$ cat config.mk
export PLATFORM = sky130hd
export DESIGN_NAME = erasable_cycle_ctl
export DESIGN_NICKNAME = d
export VERILOG_FILES = /design/src/rtl/erasable_pkg.sv /design/src/rtl/onehot_dec.sv /design/src/rtl/erasable_cycle_ctl.sv
export SDC_FILE = /design/constraint.sdc
export NUM_CORES = 1
export LEC_CHECK = 0
export ABC_CLOCK_PERIOD_IN_PS = 5200
export BUFFER_PORTS_ARGS = -buffer_cell sky130_fd_sc_hd__buf_2
export CAP_MARGIN = 10
export CORE_AREA = 2 2 62 76
export CTS_CLUSTER_SIZE = 40
export DETAILED_ROUTE_END_ITERATION = 8
export DIE_AREA = 0 0 64 78
export PLACE_DENSITY_LB_ADDON = 0.2
export SLEW_MARGIN = 5
export SYNTH_ARGS = -nofsm -noshare
export SYNTH_HDL_FRONTEND = slang
export SYNTH_SLANG_ARGS = --single-unit
$ cat constraint.sdc
create_clock -name CLOCK -period 5.2 [get_ports CLOCK]
set_input_delay 0.78 -clock CLOCK [delete_from_list [all_inputs] [get_ports CLOCK]]
set_output_delay 0.78 -clock CLOCK [all_outputs]
set_load 0.005 [all_outputs]
$ cat src/rtl/erasable_pkg.sv
// +----------------------------------------------------------------------+
// | erasable_pkg                                                         |
// | Shared constants and types for the erasable memory cycle controller: |
// | address field layout, time-pulse numbers, strobe windows, states.    |
// | Revision: 1.0                                                        |
// +----------------------------------------------------------------------+
`default_nettype none

package erasable_pkg;

  // Erasable address layout: [10:8] bank, [7:6] YB, [5:3] XT, [2:0] XB
  localparam int c_addr_w    = 11;
  localparam int c_eb_w      = 3;
  localparam int c_eb_lsb    = 8;
  localparam int c_yb_sel_w  = 2;
  localparam int c_yb_lsb    = 6;
  localparam int c_xt_sel_w  = 3;
  localparam int c_xt_lsb    = 3;
  localparam int c_xb_sel_w  = 3;
  localparam int c_xb_lsb    = 0;

  // Time pulses; 0 means idle
  localparam logic [3:0] c_t00 = 4'd0;
  localparam logic [3:0] c_t01 = 4'd1;
  localparam logic [3:0] c_t02 = 4'd2;
  localparam logic [3:0] c_t03 = 4'd3;
  localparam logic [3:0] c_t04 = 4'd4;
  localparam logic [3:0] c_t05 = 4'd5;
  localparam logic [3:0] c_t06 = 4'd6;
  localparam logic [3:0] c_t07 = 4'd7;
  localparam logic [3:0] c_t08 = 4'd8;
  localparam logic [3:0] c_t09 = 4'd9;
  localparam logic [3:0] c_t10 = 4'd10;
  localparam logic [3:0] c_t11 = 4'd11;
  localparam logic [3:0] c_t12 = 4'd12;

  // Read half of the cycle ends at T06; write-back occupies T07..T12
  localparam logic [3:0] c_rd_last   = c_t06;

  // Strobe windows (inclusive)
  localparam logic [3:0] c_re_first  = c_t02;
  localparam logic [3:0] c_re_last   = c_t04;
  localparam logic [3:0] c_sbe_first = c_t04;
  localparam logic [3:0] c_sbe_last  = c_t04;
  localparam logic [3:0] c_zid_first = c_t08;
  localparam logic [3:0] c_zid_last  = c_t10;
  localparam logic [3:0] c_we_first  = c_t08;
  localparam logic [3:0] c_we_last   = c_t10;

  typedef enum logic [1:0] {
    ST_IDLE = 2'd0,
    ST_RD   = 2'd1,
    ST_WR   = 2'd2
  } state_t;

  function automatic logic in_window(input logic [3:0] tp,
                                     input logic [3:0] first,
                                     input logic [3:0] last);
    return (tp >= first) && (tp <= last);
  endfunction

endpackage

`default_nettype wire

$ cat src/rtl/onehot_dec.sv
// +----------------------------------------------------------------------+
// | onehot_dec                                                           |
// | N -> 2^N one-hot decoder with enable; all-zero when disabled.        |
// | Ports: en (enable), sel [N-1:0] (binary index), dec [2^N-1:0]        |
// | Revision: 1.0                                                        |
// +----------------------------------------------------------------------+
`default_nettype none

module onehot_dec #(
  parameter int N = 2
) (
  input  logic                en,
  input  logic [N-1:0]        sel,
  output logic [(1<<N)-1:0]   dec
);

  for (genvar i = 0; i < (1 << N); i++) begin : g_bit
    assign dec[i] = en && (sel == N'(i));
  end

endmodule

`default_nettype wire

$ cat src/rtl/erasable_cycle_ctl.sv
// +----------------------------------------------------------------------+
// | erasable_cycle_ctl                                                   |
// | Arbiter and 12-time-pulse read/write-back sequencer for the erasable |
// | core memory. CTR requests have priority over CPU requests.          |
// | Ports: CLOCK, rst_ (async active-low), GOJAM (sync abort),           |
// |   CPU_REQ/CPU_ADDR, CTR_REQ/CTR_ADDR in; CPU_GNT, CTR_GNT, BUSY, TP, |
// |   EB, YB, XT, XB, REX, REY, SBE, ZID, WEX, WEY, CYDONE out.          |
// | Macro: ERAS_FAIR_EN enables the CPU starvation guard.                |
// | Revision: 1.0                                                        |
// +----------------------------------------------------------------------+
`default_nettype none

module erasable_cycle_ctl
  import erasable_pkg::*;
#(
  parameter int TP_CLKS = 2
) (
  input  logic                CLOCK,
  input  logic                rst_,
  input  logic                GOJAM,
  input  logic                CPU_REQ,
  input  logic [c_addr_w-1:0] CPU_ADDR,
  input  logic                CTR_REQ,
  input  logic [c_addr_w-1:0] CTR_ADDR,
  output logic                CPU_GNT,
  output logic                CTR_GNT,
  output logic                BUSY,
  output logic [3:0]          TP,
  output logic [2:0]          EB,
  output logic [3:0]          YB,
  output logic [7:0]          XT,
  output logic [7:0]          XB,
  output logic                REX,
  output logic                REY,
  output logic                SBE,
  output logic                ZID,
  output logic                WEX,
  output logic                WEY,
  output logic                CYDONE
);

  localparam int CNT_W = (TP_CLKS > 1) ? $clog2(TP_CLKS) : 1;
  localparam logic [CNT_W-1:0] c_cnt_last = CNT_W'(TP_CLKS - 1);

  state_t              r_state, w_state_nxt;
  logic [3:0]          r_tp, w_tp_nxt;
  logic [CNT_W-1:0]    r_cnt, w_cnt_nxt;
  logic [c_addr_w-1:0] r_addr, w_addr_nxt;

  logic w_last_clk, w_arb, w_cpu_pri, w_ctr_win, w_cpu_win, w_busy_nxt;
  logic [3:0] w_tp_inc;
  logic [3:0] w_yb_nxt;
  logic [7:0] w_xt_nxt, w_xb_nxt;

  assign w_last_clk = (r_cnt == c_cnt_last);
  assign w_tp_inc   = r_tp + 4'd1;

  // Arbitration point: idle, or the final clock of T12 for back-to-back cycles
  assign w_arb = !GOJAM &&
                 ((r_state == ST_IDLE) ||
                  ((r_state == ST_WR) && (r_tp == c_t12) && w_last_clk));

`ifdef ERAS_FAIR_EN
  // Consecutive CTR wins while CPU was waiting
  logic [1:0] r_fair;

  assign w_cpu_pri = CPU_REQ && (r_fair == 2'd2);

  always_ff @(posedge CLOCK or negedge rst_) begin
    if (!rst_) begin
      r_fair <= 2'd0;
    end else if (w_arb) begin
      if (!CPU_REQ || w_cpu_win)
        r_fair <= 2'd0;
      else if (w_ctr_win)
        r_fair <= r_fair + 2'd1;
    end
  end
`else
  assign w_cpu_pri = 1'b0;
`endif

  assign w_ctr_win = w_arb && CTR_REQ && !w_cpu_pri;
  assign w_cpu_win = w_arb && CPU_REQ && !w_ctr_win;

  always_comb begin
    w_state_nxt = r_state;
    w_tp_nxt    = r_tp;
    w_cnt_nxt   = r_cnt;
    w_addr_nxt  = r_addr;

    case (r_state)
      ST_IDLE: begin
        w_tp_nxt  = c_t00;
        w_cnt_nxt = '0;
      end
      ST_RD, ST_WR: begin
        if ((r_state == ST_RD) && GOJAM) begin
          // Abort during read; write-phase aborts are deferred to T12
          w_state_nxt = ST_IDLE;
          w_tp_nxt    = c_t00;
          w_cnt_nxt   = '0;
        end else if (!w_last_clk) begin
          w_cnt_nxt = r_cnt + CNT_W'(1);
        end else begin
          w_cnt_nxt = '0;
          if (r_tp == c_t12) begin
            w_state_nxt = ST_IDLE;
            w_tp_nxt    = c_t00;
          end else begin
            w_tp_nxt    = w_tp_inc;
            w_state_nxt = (w_tp_inc > c_rd_last) ? ST_WR : ST_RD;
          end
        end
      end
      default: begin
        w_state_nxt = ST_IDLE;
        w_tp_nxt    = c_t00;
        w_cnt_nxt   = '0;
      end
    endcase

    // A winning request overrides the idle/end-of-cycle transition
    if (w_ctr_win || w_cpu_win) begin
      w_state_nxt = ST_RD;
      w_tp_nxt    = c_t01;
      w_cnt_nxt   = '0;
      w_addr_nxt  = w_ctr_win ? CTR_ADDR : CPU_ADDR;
    end
  end

  assign w_busy_nxt = (w_state_nxt != ST_IDLE);

  // Selects are decoded from the next-state address so they register
  // together with the grant and appear in the first clock of T01.
  onehot_dec #(.N(c_yb_sel_w)) u_yb_dec (
    .en  (w_busy_nxt),
    .sel (w_addr_nxt[c_yb_lsb +: c_yb_sel_w]),
    .dec (w_yb_nxt)
  );

  onehot_dec #(.N(c_xt_sel_w)) u_xt_dec (
    .en  (w_busy_nxt),
    .sel (w_addr_nxt[c_xt_lsb +: c_xt_sel_w]),
    .dec (w_xt_nxt)
  );

  onehot_dec #(.N(c_xb_sel_w)) u_xb_dec (
    .en  (w_busy_nxt),
    .sel (w_addr_nxt[c_xb_lsb +: c_xb_sel_w]),
    .dec (w_xb_nxt)
  );

  always_ff @(posedge CLOCK or negedge rst_) begin
    if (!rst_) begin
      r_state <= ST_IDLE;
      r_tp    <= c_t00;
      r_cnt   <= '0;
      r_addr  <= '0;
      CPU_GNT <= 1'b0;
      CTR_GNT <= 1'b0;
      BUSY    <= 1'b0;
      EB      <= '0;
      YB      <= '0;
      XT      <= '0;
      XB      <= '0;
      REX     <= 1'b0;
      REY     <= 1'b0;
      SBE     <= 1'b0;
      ZID     <= 1'b0;
      WEX     <= 1'b0;
      WEY     <= 1'b0;
      CYDONE  <= 1'b0;
    end else begin
      r_state <= w_state_nxt;
      r_tp    <= w_tp_nxt;
      r_cnt   <= w_cnt_nxt;
      r_addr  <= w_addr_nxt;
      CPU_GNT <= w_cpu_win;
      CTR_GNT <= w_ctr_win;
      BUSY    <= w_busy_nxt;
      EB      <= w_busy_nxt ? w_addr_nxt[c_eb_lsb +: c_eb_w] : '0;
      YB      <= w_yb_nxt;
      XT      <= w_xt_nxt;
      XB      <= w_xb_nxt;
      // w_tp_nxt is 0 when idle, which lies outside every window
      REX     <= in_window(w_tp_nxt, c_re_first, c_re_last);
      REY     <= in_window(w_tp_nxt, c_re_first, c_re_last);
      SBE     <= in_window(w_tp_nxt, c_sbe_first, c_sbe_last);
      ZID     <= in_window(w_tp_nxt, c_zid_first, c_zid_last);
      WEX     <= in_window(w_tp_nxt, c_we_first, c_we_last);
      WEY     <= in_window(w_tp_nxt, c_we_first, c_we_last);
      CYDONE  <= (w_state_nxt == ST_WR) && (w_tp_nxt == c_t12) &&
                 (w_cnt_nxt == c_cnt_last);
    end
  end

  assign TP = r_tp;

endmodule

`default_nettype wire

# Word level (Yosys, flattened, before mapping)
# Index checks and enable logic that the tools add are counted.
dict set report word_totals {
  inputBits 27
  regBits 48
  output_inout_bits 37
}
dict set report classes {
  n_addsub 2
  n_reduce_logical 42
  n_lt_le_gt_ge 6
  eq_ne 22
  mux 18
}
# op n
set op_table {}
lappend op_table {{$logic_and A1 B1 Y1} 32}
lappend op_table {{$eq A3 B3 Y1 const B} 8}
lappend op_table {{$mux W11} 2}
lappend op_table {{$mux W4} 5}
lappend op_table {{$eq A3 B2 Y1 const B} 4}
lappend op_table {{$mux W2} 5}
lappend op_table {{$eq A2 B2 Y1 const B} 4}
lappend op_table {{$eq A4 B4 Y1 const B} 2}
lappend op_table {{$eq A3 B1 Y1 const B} 2}
lappend op_table {{$logic_not A3 Y1} 2}
lappend op_table {{$add A4 B1 Y4 const B} 1}
lappend op_table {{$eq A2 B1 Y1 const B} 2}
lappend op_table {{$ge A4 B2 Y1 const B} 1}
lappend op_table {{$ge A4 B3 Y1 const B} 1}
lappend op_table {{$ge A4 B4 Y1 const B} 1}
lappend op_table {{$gt A4 B3 Y1 const B} 1}
lappend op_table {{$le A4 B3 Y1 const B} 1}
lappend op_table {{$le A4 B4 Y1 const B} 1}
lappend op_table {{$logic_not A2 Y1} 2}
lappend op_table {{$mux W1} 4}
lappend op_table {{$pmux W2 S2} 1}
lappend op_table {{$mux W3} 1}
lappend op_table {{$logic_not A1 Y1} 2}
lappend op_table {{$logic_or A1 B1 Y1} 2}
lappend op_table {{3 further kinds} 3}

# Longest topological paths before layout
# Gate-level depths: netlist of the first run.
dict set report logic_depth {
  word_depth 13
  mapped_depth 8
  depth_no_buf 7
}

# By module
# Synthesis of the first run repeated with hierarchy kept, for this count alone.
dict set report hier_totals {
  hier_cells 184
  area_unflattened_um2 2158.3
}
# mod instances seq_area_each_um2 cells_per_inst area_per_inst_um2
set modules_own_cells {}
lappend modules_own_cells {erasable_cycle_ctl 1 1201.2 164 1928.1}
lappend modules_own_cells {{onehot_dec (u_xb_dec ...)} 2 0.0 8 96.3}
lappend modules_own_cells {{onehot_dec (u_yb_dec)} 1 0.0 4 37.5}

# Worst setup path before layout of the first run
# No wires, ideal clock.
dict set report synth_path {
  path_kind {input-to-reg}
  startpoint {in GOJAM}
  endpoint {reg XB[2]}
  cell_stages 6
  n_path_buf 1
  t_required_ns 5.099
  setup_slack_ns 3.179
  arrival_time_ns 1.920
  setup_time_ns 0.101
  path_cell_list {nand2b_1 o32a_1 buf_6 o22ai_2 inv_2 nor4_1}
}
dict set report synth_via {
  elab_chain_len 9
  elab_cells_between_ends 16
}
# element line_no
set synth_lines {}
lappend synth_lines {{from (decl)} erasable_cycle_ctl.sv:20} ;# input logic GOJAM,
lappend synth_lines {{$logic_not A1 Y1 (*)} erasable_cycle_ctl.sv:59} ;# assign w_arb = !GOJAM &&
lappend synth_lines {{$logic_and A1 B1 Y1 (*)} erasable_cycle_ctl.sv:59}
lappend synth_lines {{$logic_and A1 B1 Y1} erasable_cycle_ctl.sv:83} ;# assign w_ctr_win = w_arb && CTR_REQ && !w_cpu_pri;
lappend synth_lines {{$logic_not A1 Y1} erasable_cycle_ctl.sv:84} ;# assign w_cpu_win = w_arb && CPU_REQ && !w_ctr_win;
lappend synth_lines {{$logic_and A1 B1 Y1} erasable_cycle_ctl.sv:84}
lappend synth_lines {{$logic_or A1 B1 Y1} erasable_cycle_ctl.sv:124} ;# if (w_ctr_win || w_cpu_win) begin
lappend synth_lines {{$mux W11 (*)} erasable_cycle_ctl.sv:124}
lappend synth_lines {{net u_xb_dec.sel[2]} onehot_dec.sv:13} ;# input logic [N-1:0] sel,
lappend synth_lines {{$eq A3 B2 Y1 (*)} onehot_dec.sv:18} ;# assign dec[i] = en && (sel == N'(i));
lappend synth_lines {{$logic_and A1 B1 Y1 (*)} onehot_dec.sv:18}
lappend synth_lines {{net u_xb_dec.dec[2]} onehot_dec.sv:14} ;# output logic [(1<<N)-1:0] dec
lappend synth_lines {{to (signal assigned)} erasable_cycle_ctl.sv:185} ;# XB <= w_xb_nxt;
lappend synth_lines {{to (decl)} erasable_cycle_ctl.sv:32} ;# output logic [7:0] XB,
# The timed path passes the listed nets; every way through them passes the cells marked *.

# Worst setup path in the final report of the first run
dict set report layout_path {
  startpoint {reg r_state[0]}
  endpoint {reg XT[2]}
}
dict set report layout_via {
  elab_chain_len 12
  elab_cells_between_ends 23
}
# element line_no
set layout_lines {}
lappend layout_lines {{from (decl)} erasable_cycle_ctl.sv:45} ;# state_t r_state, w_state_nxt;
lappend layout_lines {{from (signal assigned)} erasable_cycle_ctl.sv:175} ;# r_state <= w_state_nxt;
lappend layout_lines {{$eq A2 B2 Y1} {erasable_cycle_ctl.sv:61, erasable_cycle_ctl.sv:92}}
lappend layout_lines {{$logic_and A1 B1 Y1 (2 in a row)} erasable_cycle_ctl.sv:61} ;# ((r_state == ST_WR) && (r_tp == c_t12) && w_last_clk));
lappend layout_lines {{$logic_or A1 B1 Y1} erasable_cycle_ctl.sv:60} ;# ((r_state == ST_IDLE) ||
lappend layout_lines {{$logic_and A1 B1 Y1} erasable_cycle_ctl.sv:59}
lappend layout_lines {{$logic_and A1 B1 Y1} erasable_cycle_ctl.sv:83}
lappend layout_lines {{$logic_not A1 Y1} erasable_cycle_ctl.sv:84}
lappend layout_lines {{$logic_and A1 B1 Y1} erasable_cycle_ctl.sv:84}
lappend layout_lines {{$logic_or A1 B1 Y1} erasable_cycle_ctl.sv:124}
lappend layout_lines {{$mux W11 / $mux W2 (equally long branches)} erasable_cycle_ctl.sv:124}
lappend layout_lines {{$eq A3 B2 Y1 / $reduce_bool A2 Y1 (equally long branches)} {onehot_dec.sv:18, erasable_cycle_ctl.sv:132}}
lappend layout_lines {{$logic_and A1 B1 Y1 (*)} onehot_dec.sv:18}
lappend layout_lines {{net u_xt_dec.dec[2]} onehot_dec.sv:14}
lappend layout_lines {{to (signal assigned)} erasable_cycle_ctl.sv:184} ;# XT <= w_xt_nxt;
lappend layout_lines {{to (decl)} erasable_cycle_ctl.sv:31} ;# output logic [7:0] XT,
# Marks and branches as above.

==> impl_metrics.yaml, run 1 <==
synth:
  async_flop_share: 1.000
  synth_edf_count: 0
  synth_cell_type_count: 49
  synth_flop_cell: "dfrtp_1"
  synthCells: 195
  syn_nets: 229
  synth_area_um2: 2258
  synth_area_leaders: "dfrtp_1 (53%), nor4_1 (5.0%), ha_1 (3.9%)"
  synth_area_per_cell_um2: 11.58
  seq_area_frac_synth: 0.5319
  yosysWarnings: 0
  ys_ff_latch: 48
  synth_top_area_frac: 0.5319
  yosysTopAreaCell: "dfrtp_1"
timing:
  hold_viol_final: 0
  tns_ps: 0
  finalCritPeriodShare: 0.4963
  relSlewSlack: 0.2722
  setup_viol: 0
  period_minus_slack_ps: 2581
  clock_skew_ps: 7.467
  worstMarginPinSlew_ps: 1092
  clock.fmax_mhz: 387.5
  rsz0062_at_grt: "no"
  report.final.slew_viol_count: 0
route:
  drc: 0
  routed_via_density: 5.570
  wl_per_cell_um: 15.26
  postRouteAntennaNets: 0
  routed_wl_um: 4716
  vias: 1721
  drtPass1Iterations: 4
  initialDrtViolationCount: 67
grt:
  grt_util_all_layers: 0.2022
  antenna_found_initial: 0
  grt_max_degree: 49
  grt_pass1_vias: 1620
  grt_first_pass_wirelength_um: 7817
  grt_overflow_total: 0
clock_network:
  ctsResizeCount: 0
  cts-htree-levels: 2
  clk_latency_ps: 300
  clockRootBuffer: "clkbuf_8"
  cts-hold-fix-buffers: 0
  cts_buffer_depth: 2
  cts_buffers: 5
  cts_tree: "done"
  cts_setup_buffers: 0
  clock_sinks: 48
  clk_pin_slew_worst_paths_ps: 90
finish:
  areaGrowthSynthToFinish_pct: 19.83
  final_cells: 309
  drive_gt1_frac: 0.3597
  regArea_um2: 1201
  multi_input_area_um2: 907.1
  diodes: 0
  fillers: 337
  nNetsFinal: 286
floorplan:
  die_h_um: 78
  initial_core_util: 0.5382
  pin_count: 64
  die_area_um2: 4992
  fp.dieW_um: 64
  core_area_um2: 4197
  rows: 26
worst_setup_path:
  r2r_end: "XT[2]$_DFF_PN0_"
  r2r_slack_ps: 2620
  crit_type: "reg -> reg"
  crit_fanout: 24
  critPathLaunch: "r_state[0]$_DFF_PN0_"
  end_kind: "flop"
  r2r_cells: 6
  cp-start-kind: "flop"
  worstPathRequired_ps: 5340
  crit_arrival_ps: 2720
  worstReg2RegStart: "r_state[0]$_DFF_PN0_"
  crit_path_end: "XT[2]$_DFF_PN0_"
power_and_ir_drop:
  p_leak_nw: 1.333
  p_per_area_nw_per_um2: 522.8
  max-vdd-ir-drop_uv: 263.8
placement:
  io_buffers: 63
  dp_cells: 301
  post-dp-hpwl_um: 3378
  gp_congestion: 0.8737
run:
  drv_cap: 0
min_path:
  hold_path_class: "reg -> reg"
outcome:
  status: "finished, final reports clean"
==> layout make-up <==
type | count | share of cell area
clock buffer | 5 | 0.02543
clock inverter | 3 | 0.02543
inverter | 18 | 0.02497
multi-input combinational | 115 | 0.3352
sequential | 48 | 0.4438
tap | 56 | 0.02589
timing repair buffer | 64 | 0.1193
==> cells in the final DEF (no fill, tap or decap), drive strengths merged, types with 4 or more instances in the layout <==
cell	count
a211oi	4
buf	64
dfrtp	48
ha	7
a21oi	7
inv	19
o22a	7
nor2	9
nor3	8
clkbuf	5
nor4	18
nand2	6
o22ai	10
==> critical path, cell delays in order, from the launching register on <==
cell and delay, ps:
dfrtp_1 420, inv_1 110, ha_1 310, a21bo_1 330, o21ai_1 170, a311oi_4 960, nor4_1 130
==> worst min path at each step <==
stage	cells past startpoint	end	startpoint	slack (ps)
after floorplan	0	BUSY$_DFF_PN0_	rst_	480
after global placement	2	r_addr[10]$_DFF_PN0_	r_addr[10]$_DFF_PN0_	500
after detailed placement	2	r_addr[10]$_DFF_PN0_	r_addr[10]$_DFF_PN0_	510
after CTS	2	r_addr[10]$_DFF_PN0_	r_addr[10]$_DFF_PN0_	530
after global routing	2	r_addr[10]$_DFF_PN0_	r_addr[10]$_DFF_PN0_	570
final	2	r_addr[10]$_DFF_PN0_	r_addr[10]$_DFF_PN0_	530
==> registers in the layout (all words and copies together) (netlist names), 2 cells and up <==
name and flops:
EB 3, XB 8, r_state 2, YB 4
r_addr 11, XT 8, TP 4
==> kinds of logic (layout without fill, tap and decap cells) <==
kind of cell	after synthesis	in the layout	synth area share
AOI/OAI and AO/OA	48	48	0.1989
adders and majority gates	7	7	0.03878
DFF	48	48	0.5319
xor gates and xnor gates	1	1	0.003879
buffers and inverters	32	90	0.07147
and+or+nand+nor	59	59	0.1551
==> cells in the mapped netlist, types with 3 or more instances <==
cell      instances
nand2_1           6
buf_6             3
nor3_1            8
a21oi_1           7
a211oi_1          4
dfrtp_1          48
inv_2             5
nor4_1           18
o22a_1            6
o22ai_4           3
o22ai_2           3
a31oi_1           3
buf_4             3
inv_1            13
buf_2             6
ha_1              7
nor2b_1           3
nor2_1            9
o22ai_1           4
==> stage by stage <==
stage	utilization	setup WS (ps)	power (mW)	hold WS [ps]	area, µm²
floorplan	-	3179	0.9424	480.7	2258
CTS	0.6449	2587	1.427	533.8	2706
global placement	0.6121	2591	1.093	501.0	2569
finish	0.6449	2619	1.415	526.9	2706
detailed placement	0.6121	2539	1.101	508.5	2569
global route	0.6449	2435	1.504	565.5	2706
==> power breakdown <==
part           internal, mW  total [mW]  leakage (nW)  switching [mW]
clock network         0.194       0.322        0.0687           0.129
logic                 0.216       0.544         0.635           0.328
registers             0.491       0.549         0.630          0.0575
==> metal layers <==
layer  GRT usage  share of wire
met5           0              0
met4     0.07391          0.017
met3     0.03913          0.057
met2      0.3323           0.50
met1      0.2645           0.43
Power figures use the tool's default switching activity.
==> inputs of run 2 (changes only) <==
ABC_AREA = 1   (was default)
ABC_CLOCK_PERIOD_IN_PS = 2500   (was 5200)
CORE_AREA = 2 2 65 79   (was 2 2 62 76)
DIE_AREA = 0 0 67 81   (was 0 0 64 78)
clock period = 2.5 ns   (was 5.2 ns; I/O delays follow)
==> impl_metrics.yaml, run 2 <==
outcome:
  status: "finished, final reports clean"
route:
  postRouteAntennaNets: 0
  routed_wl_um: 4722
  wl_per_cell_um: 11.89
  initialDrtViolationCount: 129
  drtPass1Iterations: 4
  vias: 1875
  routed_via_density: 4.723
  drc: 0
floorplan:
  initial_core_util: 0.4890
  fp.dieW_um: 67
  pin_count: 64
  rows: 28
  die_area_um2: 5427
  core_area_um2: 4765
  die_h_um: 81
synth:
  async_flop_share: 1.000
  synth_top_area_frac: 0.5156
  synth_area_um2: 2330
  seq_area_frac_synth: 0.5156
  synth_edf_count: 0
  synth_area_per_cell_um2: 8.693
  yosys-top-cells-count: "nand2_1 (82), dfrtp_1 (48), inv_1 (32), nor2_1 (29), nand2_2 (18)"
  ys_ff_latch: 48
  synth.most_common_cell: "nand2_1"
  yosysTopAreaCell: "dfrtp_1"
  synthCells: 268
  synth_area_leaders: "dfrtp_1 (52%), nand2_1 (13%), inv_1 (5.2%)"
  yosysWarnings: 0
  synth_cell_type_count: 25
  syn_nets: 302
  synth_flop_cell: "dfrtp_1"
finish:
  drive_gt1_frac: 0.3264
  fillers: 453
  multi_input_area_um2: 937.1
  final_common_cell: "nand2_1"
  nNetsFinal: 370
  regArea_um2: 1201
  largestRegisters: "r_addr (11), XB (8), XT (8)"
  postLayoutCoreUtil: 0.5956
  final_cell_mix: "nand2_1 (82), buf_2 (63), dfrtp_1 (48), inv_1 (32), nor2_1 (29)"
  areaGrowthSynthToFinish_pct: 21.80
  top_register: "r_addr"
  largest_register_ffs: 11
  diodes: 0
timing:
  report.final.slew_viol_count: 0
  fin_hold_ws_ps: 374.8
  clock_skew_ps: 7.018
  finalCritPeriodShare: 0.8352
  period_minus_slack_ps: 2088
  clock.fmax_mhz: 478.9
  hold_viol_final: 0
  rsz0062_at_grt: "no"
  worstMarginPinSlew_ps: 479.9
  tns_ps: 0
  setup_viol: 0
  worst_slack_ps: 411.9
  relSlewSlack: 0.6791
worst_setup_path:
  path_buf_inv: 2
  crit_type: "reg -> reg"
  max_stage_delay_ps: 440
  end_kind: "flop"
  crit_arrival_ps: 2320
  worstReg2RegStart: "TP[0]$_DFF_PN0_"
  r2r_end: "XT[0]$_DFF_PN0_"
  worst_path_most_repeated_cell: "nand2_1"
  slowest_stage: "dfrtp_1"
  worstPathCellList: "inv_1 -> ha_1 -> nand3_2 -> o21bai_4 -> buf_4 -> nand3_4 -> nand2_4 -> nand3_1 -> nand2_1 -> nand2_1 -> nor2_1"
  cp-start-kind: "flop"
  r2r_slack_ps: 410
  path_delay_family: "simple AND/OR/NAND/NOR gates"
  crit_fanout: 19
  worstPathRequired_ps: 2730
  r2r_cells: 11
placement:
  io_buffers: 63
  pre_cts_ws_ps: 401.1
  gp_congestion: 0.8389
  post-dp-hpwl_um: 3637
grt:
  grt_max_degree: 23
  grt_first_pass_wirelength_um: 8017
  grt_util_all_layers: 0.1970
  grt_overflow_total: 0
  antenna_found_initial: 0
  grt_pass1_vias: 1866
clock_network:
  clk_latency_ps: 300
  clockRootBuffer: "clkbuf_8"
  cts_setup_buffers: 0
  cts_tree: "done"
  ctsResizeCount: 0
  clock_sinks: 48
  cts-hold-fix-buffers: 1
  cts-htree-levels: 2
  cts_buffer_depth: 2
  clk_pin_slew_worst_paths_ps: 90
  cts_buffers: 5
power_and_ir_drop:
  pwr-share-comb: 0.389
  finalPower_mw: 2.918
  p_per_area_nw_per_um2: 1028
  power.switching_mw: 1.089
  p_int_mw: 1.828
  p_sw_frac: 0.3734
  max-vdd-ir-drop_uv: 573.3
  pwr-share-clk: 0.231
  p_leak_nw: 1.668
  p_seq_frac: 0.381
run:
  drv_cap: 0
min_path:
  hold_end: "r_addr[10]$_DFF_PN0_"
  hold_path_class: "in -> reg"
  min_path_cells: 3
  hp-start: "CTR_ADDR[10]"
run 2: changes by cell type after synthesis, sizes merged, moves of 5 or more:
cell / change
o21ai: +6
nand4: +8
nand2: +95
nand3: +15
nor4: -18
o22ai: -9
o22a: -7
nor3: -8
buf: -5
inv: +14
nor2: +20
run 2: worst reg2reg max path, stage by stage (launching register included):
cell	delay, ps
dfrtp_1	440
inv_1	120
ha_1	170
nand3_2	100
o21bai_4	150
buf_4	180
nand3_4	200
nand2_4	260
nand3_1	100
nand2_1	70
nand2_1	100
nor2_1	130
run 2: cell families after synthesis:
| kind of cell | synth area share |
|---|---|
| buffers and inverters | 0.08217 |
| adders and majority gates | 0.03759 |
| and+or+nand+nor | 0.3179 |
| AOI/OAI and AO/OA | 0.04672 |
| DFF | 0.5156 |
run 2: worst max-delay path by stage:
stage	from	endpoint	slack, ps	cells past startpoint
after detailed placement	TP[1]$_DFF_PN0_	YB[0]$_DFF_PN0_	400	11
final	TP[0]$_DFF_PN0_	XT[0]$_DFF_PN0_	410	11
after floorplan	TP[0]$_DFF_PN0_	XT[7]$_DFF_PN0_	710	12
after CTS	TP[0]$_DFF_PN0_	XT[0]$_DFF_PN0_	380	11
after global placement	TP[0]$_DFF_PN0_	XT[0]$_DFF_PN0_	480	11
after global routing	TP[0]$_DFF_PN0_	XT[0]$_DFF_PN0_	180	11
run 2: stage by stage:
| step | std cells | area [µm²] |
|---|---|---|
| 3_3_place_gp | 388 | 2690 |
| 2_1_floorplan | 268 | 2330 |
| 5_1_grt | 397 | 2838 |
| 3_5_place_dp | 388 | 2690 |
| 4_1_cts | 397 | 2838 |
| 6_report | 397 | 2838 |
run 2: area by class of cell:
class                   instances  share of cell area
multi-input cells             179              0.3302
repair buffers                 69              0.1279
clock buffers                   5             0.02425
well taps                      60             0.02646
flip-flops and latches         48              0.4233
clock inverters                 3             0.02425
inverters                      33             0.04365
run 2: power groups by stage:
stage | registers, mW | clock network (mW) | logic [mW]
after detailed placement | 1.12 | 0 | 1.15
final | 1.11 | 0.673 | 1.13
after global routing | 1.13 | 0.713 | 1.31
after floorplan | 1.13 | 0 | 0.791
after CTS | 1.11 | 0.683 | 1.15
after global placement | 1.12 | 0 | 1.12
run 2: layer usage:
metal | vias up | global-route usage | part of all wire
met5 | - | 0 | 0
met1 | 858 | 0.2264 | 0.42
met2 | 51 | 0.3495 | 0.51
met4 | 0 | 0.07551 | 0.014
met3 | 6 | 0.04709 | 0.055
li1 | 960 | - | -
==> inputs of run 3 (changes only) <==
ABC_CLOCK_PERIOD_IN_PS = 1860   (was 2500)
CORE_AREA = 2 2 68 83   (was 2 2 65 79)
DIE_AREA = 0 0 70 85   (was 0 0 67 81)
clock period = 1.86 ns   (was 2.5 ns; I/O delays follow)
==> impl_metrics.yaml, run 3 (synthesized netlist as in run 2, its figures left out) <==
route:
  routed_via_density: 4.965
  wl_per_cell_um: 13.10
  vias: 2110
  drtPass1Iterations: 5
  routed_wl_um: 5566
  postRouteAntennaNets: 0
  drc: 0
  initialDrtViolationCount: 163
worst_setup_path:
  crit_type: "reg -> reg"
  max_stage_delay_ps: 430
  r2r_slack_ps: -4
  path_depth: 12
  crit_fanout: 5
  crit_arrival_ps: 2060
  r2r_cells: 12
  path_delay_family: "buffers and inverters"
  cp-start-kind: "flop"
  path_buf_inv: 4
  worstPathRequired_ps: 2060
  worstReg2RegStart: "TP[1]$_DFF_PN0_"
  r2r_end: "XB[2]$_DFF_PN0_"
  slowest_stage: "dfrtp_1"
  worstPathCellList: "inv_2 -> ha_4 -> nand3_4 -> o21bai_4 -> buf_4 -> o211ai_4 -> buf_6 -> buf_4 -> nand2_1 -> nand2_2 -> nand2_2 -> nor2_1"
  end_kind: "flop"
power_and_ir_drop:
  p_leak_nw: 1.811
  max-vdd-ir-drop_uv: 756.1
  p_per_area_nw_per_um2: 1380
  finalPower_mw: 4.442
min_path:
  hold_end: "r_addr[10]$_DFF_PN0_"
  hold_path_class: "in -> reg"
  min_path_cells: 3
  hp-start: "CTR_ADDR[10]"
placement:
  post-dp-hpwl_um: 3853
  place_area_um2: 2793
  io_buffers: 63
  dp_cells: 400
  pre_cts_ws_ps: -96.19
  gp_congestion: 0.8399
grt:
  grt_util_all_layers: 0.1986
  grt_first_pass_wirelength_um: 9384
  grt_max_degree: 29
  antenna_found_initial: 0
  grt_pass1_vias: 2054
  grt_overflow_total: 0
timing:
  worst_slack_ps: -3.684
  setup_viol: 2
  tns_ps: -5.138
  worstMarginPinSlew_ps: 529.0
  clock_skew_ps: 3.628
  finalCritPeriodShare: 1.002
  clock.fmax_mhz: 536.6
  relSlewSlack: 0.6473
  report.final.slew_viol_count: 0
  period_minus_slack_ps: 1864
  fin_hold_ws_ps: 269.8
  hold_viol_final: 0
  rsz0062_at_grt: "yes"
finish:
  nNetsFinal: 396
  final_common_cell: "nand2_1"
  multi_input_area_um2: 1116
  largestRegisters: "r_addr (11), XB (8), XT (8)"
  fillers: 448
  final_cells: 425
  final_area_um2: 3218
  areaGrowthSynthToFinish_pct: 38.13
  diodes: 0
  final_cell_mix: "nand2_1 (68), buf_2 (63), dfrtp_1 (48), nand2_2 (31), inv_1 (27)"
  regArea_um2: 1201
  top_register: "r_addr"
  postLayoutCoreUtil: 0.6246
  largest_register_ffs: 11
  drive_gt1_frac: 0.4573
outcome:
  violations: "setup timing"
  status: "finished with violations"
floorplan:
  die_area_um2: 5950
  core_area_um2: 5152
  die_h_um: 85
  fp.dieW_um: 70
  pin_count: 64
  initial_core_util: 0.4522
  rows: 29
clock_network:
  clk_latency_ps: 300
  cts_tree: "done"
  clock_sinks: 48
  clk_pin_slew_worst_paths_ps: 90
  cts_buffers: 5
  cts_buffer_depth: 2
  cts-htree-levels: 2
  clockRootBuffer: "clkbuf_8"
run:
  drv_cap: 0
-- run 3: worst max-delay path by stage --
stage                               start         endpoint  slack [ps]
after global placement    TP[1]$_DFF_PN0_  XT[3]$_DFF_PN0_         -40
final                     TP[1]$_DFF_PN0_  XB[2]$_DFF_PN0_          -4
after global routing      TP[1]$_DFF_PN0_  XT[7]$_DFF_PN0_        -120
after CTS                 TP[1]$_DFF_PN0_  XT[7]$_DFF_PN0_           2
after detailed placement  TP[0]$_DFF_PN0_  XT[7]$_DFF_PN0_        -100
after floorplan           TP[0]$_DFF_PN0_  XT[7]$_DFF_PN0_          70
-- run 3: where the power goes --
group / leakage (nW) / internal [mW] / switching (mW) / total (mW)
logic: 1.12 / 0.937 / 1.25 / 2.19
clock network: 0.0548 / 0.405 / 0.361 / 0.766
registers: 0.636 / 1.36 / 0.124 / 1.49
-- run 3: what timing repair did --
item	CTS	global route
setup endpoints to repair	22	30
pin swaps	6	3
setup buffers	4	8
endpoints found under the hold margin	20	0
resized for setup	14	30
gates cloned	2	2
hold buffers	1	0
-- run 3: worst reg2reg max path, cell delays in order (launching register included) --
cell and delay, ps:
dfrtp_1 430, inv_2 100, ha_4 140, nand3_4 70
o21bai_4 160, buf_4 160, o211ai_4 100, buf_6 160
buf_4 150, nand2_1 70, nand2_2 50, nand2_2 110
nor2_1 60
-- run 3: routing by layer --
layer  vias to the layer above  GRT usage  wire length (µm)
met1                       994     0.2513              2238
met2                        83     0.3420              2821
met3                        14    0.04157               405
li1                       1019          -                 -
met5                         -          0                 0
met4                         0    0.06119               101
-- run 3: area by class of cell --
| class | count | area share |
|---|---|---|
| well taps | 62 | 0.02411 |
| multi-input cells | 183 | 0.3468 |
| clock inverters | 3 | 0.01439 |
| clock buffers | 5 | 0.02138 |
| repair buffers | 91 | 0.1816 |
| inverters | 33 | 0.03849 |
| flip-flops and latches | 48 | 0.3732 |
